### src/rtl/reg_dump_sequencer.sv
// reg_dump_sequencer
// Walks a range of architectural register ids on the core's read-out port,
// captures each returned value and streams (id, data) pairs over valid/ready.
// Ids wrap NREGS-1 -> 0, so a range with first > last dumps through the top.
// RD_LAT is the read latency of the core's port (0..3 clocks).
module reg_dump_sequencer #(
  parameter int NREGS  = 32,
  parameter int ID_W   = 5,
  parameter int DATA_W = 32,
  parameter int RD_LAT = 0
) (
  input  logic              clock,
  input  logic              reset,
  input  logic              start,
  input  logic              abort,
  input  logic [ID_W-1:0]   first_id,
  input  logic [ID_W-1:0]   last_id,
  output logic [ID_W-1:0]   reg_out_id,
  input  logic [DATA_W-1:0] reg_out_data,
  output logic              dump_valid,
  input  logic              dump_ready,
  output logic [ID_W-1:0]   dump_id,
  output logic [DATA_W-1:0] dump_data,
  output logic              busy,
  output logic              done
);

  typedef enum logic [1:0] {
    S_IDLE,
    S_WAIT,
    S_SEND,
    S_DONE
  } state_t;

  localparam logic [1:0]      LAT_INIT = 2'(RD_LAT);
  localparam logic [ID_W-1:0] TOP_ID   = ID_W'(NREGS - 1);

  state_t              state_reg, state_next;
  logic [ID_W-1:0]     cur_reg, cur_next;
  logic [ID_W-1:0]     last_reg, last_next;
  logic [1:0]          wcnt_reg, wcnt_next;
  logic [ID_W-1:0]     reg_out_id_reg, reg_out_id_next;
  logic                dump_valid_reg, dump_valid_next;
  logic [ID_W-1:0]     dump_id_reg, dump_id_next;
  logic [DATA_W-1:0]   dump_data_reg, dump_data_next;

  // Successor id with wrap from the top register back to 0.
  function automatic logic [ID_W-1:0] next_id(input logic [ID_W-1:0] x);
    if (x == TOP_ID) return '0;
    else             return x + 1'b1;
  endfunction

  // State and datapath registers; reset clears every output immediately.
  always_ff @(posedge clock or negedge reset) begin
    if (!reset) begin
      state_reg      <= S_IDLE;
      cur_reg        <= '0;
      last_reg       <= '0;
      wcnt_reg       <= '0;
      reg_out_id_reg <= '0;
      dump_valid_reg <= 1'b0;
      dump_id_reg    <= '0;
      dump_data_reg  <= '0;
    end else begin
      state_reg      <= state_next;
      cur_reg        <= cur_next;
      last_reg       <= last_next;
      wcnt_reg       <= wcnt_next;
      reg_out_id_reg <= reg_out_id_next;
      dump_valid_reg <= dump_valid_next;
      dump_id_reg    <= dump_id_next;
      dump_data_reg  <= dump_data_next;
    end
  end

  // Next-state logic: issue id, wait out the read latency, hold pair until accepted.
  always_comb begin
    state_next      = state_reg;
    cur_next        = cur_reg;
    last_next       = last_reg;
    wcnt_next       = wcnt_reg;
    reg_out_id_next = reg_out_id_reg;
    dump_valid_next = dump_valid_reg;
    dump_id_next    = dump_id_reg;
    dump_data_next  = dump_data_reg;

    case (state_reg)
      S_IDLE: begin
        if (start) begin
          cur_next        = first_id;
          last_next       = last_id;
          reg_out_id_next = first_id;
          wcnt_next       = LAT_INIT;
          state_next      = S_WAIT;
        end
      end
      S_WAIT: begin
        if (wcnt_reg != 2'd0) begin
          wcnt_next = wcnt_reg - 2'd1;
        end else begin
          dump_data_next  = reg_out_data;
          dump_id_next    = cur_reg;
          dump_valid_next = 1'b1;
          state_next      = S_SEND;
        end
      end
      S_SEND: begin
        if (dump_valid_reg && dump_ready) begin
          dump_valid_next = 1'b0;
          if (cur_reg == last_reg) begin
            state_next = S_DONE;
          end else begin
            cur_next        = next_id(cur_reg);
            reg_out_id_next = next_id(cur_reg);
            wcnt_next       = LAT_INIT;
            state_next      = S_WAIT;
          end
        end
      end
      S_DONE: begin
        state_next = S_IDLE;
      end
      default: begin
        state_next = S_IDLE;
      end
    endcase

    // Abort wins over everything, including a final handshake on the same edge,
    // so the DONE state (and its pulse) is never reached after an abort.
    if (abort && (state_reg != S_IDLE)) begin
      state_next      = S_IDLE;
      dump_valid_next = 1'b0;
      reg_out_id_next = reg_out_id_reg;
    end
  end

  assign reg_out_id = reg_out_id_reg;
  assign dump_valid = dump_valid_reg;
  assign dump_id    = dump_id_reg;
  assign dump_data  = dump_data_reg;
  assign busy       = (state_reg != S_IDLE);
  assign done       = (state_reg == S_DONE);

endmodule

### config.mk
export PLATFORM = sky130hd
export DESIGN_NAME = reg_dump_sequencer
export DESIGN_NICKNAME = d
export VERILOG_FILES = /design/src/rtl/reg_dump_sequencer.sv
export SDC_FILE = /design/constraint.sdc
export NUM_CORES = 1
export LEC_CHECK = 0
export BUFFER_PORTS_ARGS = -buffer_cell sky130_fd_sc_hd__buf_2
export CAP_MARGIN = 20
export CORE_MARGIN = 4
export CORE_UTILIZATION = 35
export CTS_BUF_LIST = sky130_fd_sc_hd__clkbuf_16
export DETAILED_ROUTE_END_ITERATION = 10
export PLACE_DENSITY = 0.73
export SLEW_MARGIN = 20
export SYNTH_ARGS = -nofsm -noshare
export SYNTH_HDL_FRONTEND = slang
export SYNTH_SLANG_ARGS = --single-unit
### constraint.sdc
create_clock -name clock -period 1.62 [get_ports clock]
set_input_delay 0.324 -clock clock [delete_from_list [all_inputs] [get_ports clock]]
set_output_delay 0.324 -clock clock [all_outputs]
set_load 0.03 [all_outputs]
==> run metrics <==
Startpoint Class=flop; core area=6790 um^2; worst path cell trace=buf_6, xnor2_2, nand2_2, o211ai_2, o32ai_4, buf_12, mux2_4; Routed wire per std cell=15.4 um; max-slew violation count=0; max cap viols=0; Clock Tree Buf Depth=2; drt initial violations=96; Max Fclk=591 MHz; dpl cells=370; Via Count=1846; Synth cell types=33; Crit Path Category=flop to flop; Pre-antenna DRT Iters=4; failing checks=negative hold slack, negative setup slack; main combinational cell family by area after synthesis=multiplexers; Psw=3.60 mW; chip width=91.9 um; number of H-tree levels=3; Vias per Instance=4.63; switching part of the total power=38.6%; initial antenna violation count=0; vias in the first global route=2050; register area share after synthesis=58.0%; ANT nets after route=0; setup TNS=-359 ps; final worst slack=-71.2 ps; syn nets=225; internal power=5.72 mW; Num CTS Buffers=9; Post-DP Area=3120 um^2; initial core utilization=36.2%; Place WS=-183 ps; Syn Area/Cell=14.1 um^2; CP peak stage delay=400 ps; gr ovfl total=0; # nets final=348; Synth Area in XOR/XNOR=2.49%; root buffer cell=clkbuf_16; All-Layer GR Usage=14.7%; gpl congestion=0.844; CTS Hold Bufs=0; Hold Crit Class=input port to async pin; leakage=1.78 nW; layout cells sized above 1=67.3%; die footprint=8440 um^2; Worst-path clk slew=50 ps; reg2reg start=cur_reg[0]; fin crit period=1690 ps; Slew @ Worst Pin=314 ps; area grow syn2layout=50.8%; max FFs per register=32; Simple-Gate Fraction of Synth Area=6.76%; storage element area=1430 um^2; CP arrival=1890 ps; drt total wl=6150 um; Core Util, Final=54.6%; post-synthesis compound-gate area fraction=5.44%; Min Hold Slack=-14.2 ps; Fill cells=575; setup violators final=9; pin count of the biggest net entering global routing=58; final hold vios=11; I/O Pins=92; Reg power frac=27.6%; global-route wire length before repair=9650 um; Cells after Synth=175; R2R Path End=reg_out_id[4]; placed wire-length estimate=3870 um; clock sink total=57; synthesized area=2460 um^2; Adder-Cell Fraction of Synth Area=1.53%; later-pin clock latency in the skew report=320 ps; Worst VDD drop=1060 uV; crit path max fanout=5; Finished Cell Area=3710 um^2; power per cell area=2510 nW/um^2; number of remaining DRC errors=0; Core Rows=30; status=finished with violations; Fin Clk Skew=6.75 ps; Required @ worst endpoint=1820 ps; die extent in y=91.9 um; commonest cells after routing, fill and taps aside=buf_2 (90), dfrtp_1 (57), mux2_2 (42); CTS tree=built; Clk network pwr share=21.1%; most common cell after layout, fill and taps aside=buf_2; FF+latch count, synth=57; Worst Setup End Kind=flop; Multi-input gate area=1090 um^2; relative slew slack=79.1%; number of diodes=0; mux cell area share after synthesis=23.7%; port bufs=91; RSZ-0062 raised after global routing=true; R2R depth=7; Yosys Warn Count=0; fin cells=399; R2R setup slack=-70 ps; Logic pwr share=51.3%; Final Cycle Share=104%; slowest stage cell, crit path=dfrtp_1
routing by layer:
metal,GRT usage (%),vias to the layer above,part of all wire [%]
met2,24.0,60,51
li1,-,861,-
met5,0,-,0
met4,7.55,0,1.9
met1,17.0,915,41
met3,5.41,10,6.9
Yosys cell counts, drive strengths merged:
master,count,area share (%)
nand3,2,0.41
o21ba,1,0.41
a21oi,1,0.20
nand2b,4,1.0
ha,3,1.5
xnor2,7,2.5
or2b,1,0.36
a21boi,1,0.31
and3,2,0.56
and2,1,0.25
a21o,1,0.31
o211ai,1,0.51
nor2,3,0.66
o22ai,3,0.76
inv,2,0.31
o2bb2ai,1,0.36
o32ai,2,1.5
clkbuf,2,0.71
or2,1,0.25
o21a,1,0.31
nand3b,2,0.61
mux2i,1,0.41
nand2,14,2.1
nor2b,2,0.51
o21ai,4,0.81
mux2,51,23
buf,4,1.1
dfrtp,57,58
power groups by stage:
stage                     combinational, mW  sequential, mW  clock, mW
after floorplan                        1.77            3.67          0
after global placement                 4.02            2.56          0
after detailed placement               4.09            2.58          0
after CTS                              4.45            2.57       2.01
after global routing                   5.11            2.66       2.10
final                                  4.78            2.57       1.97
through the flow:
| stage | total power, mW | hold WS (ps) |
|---|---|---|
| 6_report | 9.32 | -14.2 |
| 5_1_grt | 9.87 | 4.45 |
| 4_1_cts | 9.03 | 7.62 |
| 3_5_place_dp | 6.66 | 354 |
| 3_3_place_gp | 6.58 | 349 |
| 2_1_floorplan | 5.44 | 28.4 |
cell families after synthesis:
family	count (synthesis)
DFF	57
muxes	52
and+or+nand+nor	32
AOI/OAI and AO/OA	16
buffers and inverters	8
xor gates and xnor gates	7
adders and majority gates	3
critical path, delay by kind of cell (launching register included):
family	cells	cell delay [ps]
buffers and inverters	2	300
xor gates and xnor gates	1	120
and+or+nand+nor	1	80
muxes	1	290
DFF	1	400
AOI/OAI and AO/OA	2	370
how the worst max path moves through the flow:
stage / startpoint / to / slack [ps] / cells past startpoint
detailed placement: cur_reg[0] / cur_reg[0] / -180 / 6
global placement: cur_reg[0] / reg_out_id[0] / -90 / 6
floorplan: cur_reg[0] / reg_out_id[2] / -40 / 6
finish: cur_reg[0] / reg_out_id[4] / -70 / 7
global route: cur_reg[1] / reg_out_id[4] / -160 / 6
CTS: cur_reg[0] / reg_out_id[2] / -40 / 7
cell type report:
class,instances,share of cell area (%)
Sequential cell,57,38.4
Multi-Input combinational cell,110,29.5
Timing Repair Buffer,118,20.3
Clock buffer,9,6.07
Tap cell,96,3.24
Clock inverter,7,2.33
Inverter,2,0.202
timing repair:
item,in CTS,in global routing
gates cloned,0,2
setup endpoints to repair,11,17
resized for setup,24,13
pin swaps,6,3
buffers inserted,8,3
Power figures use the tool's default switching activity.
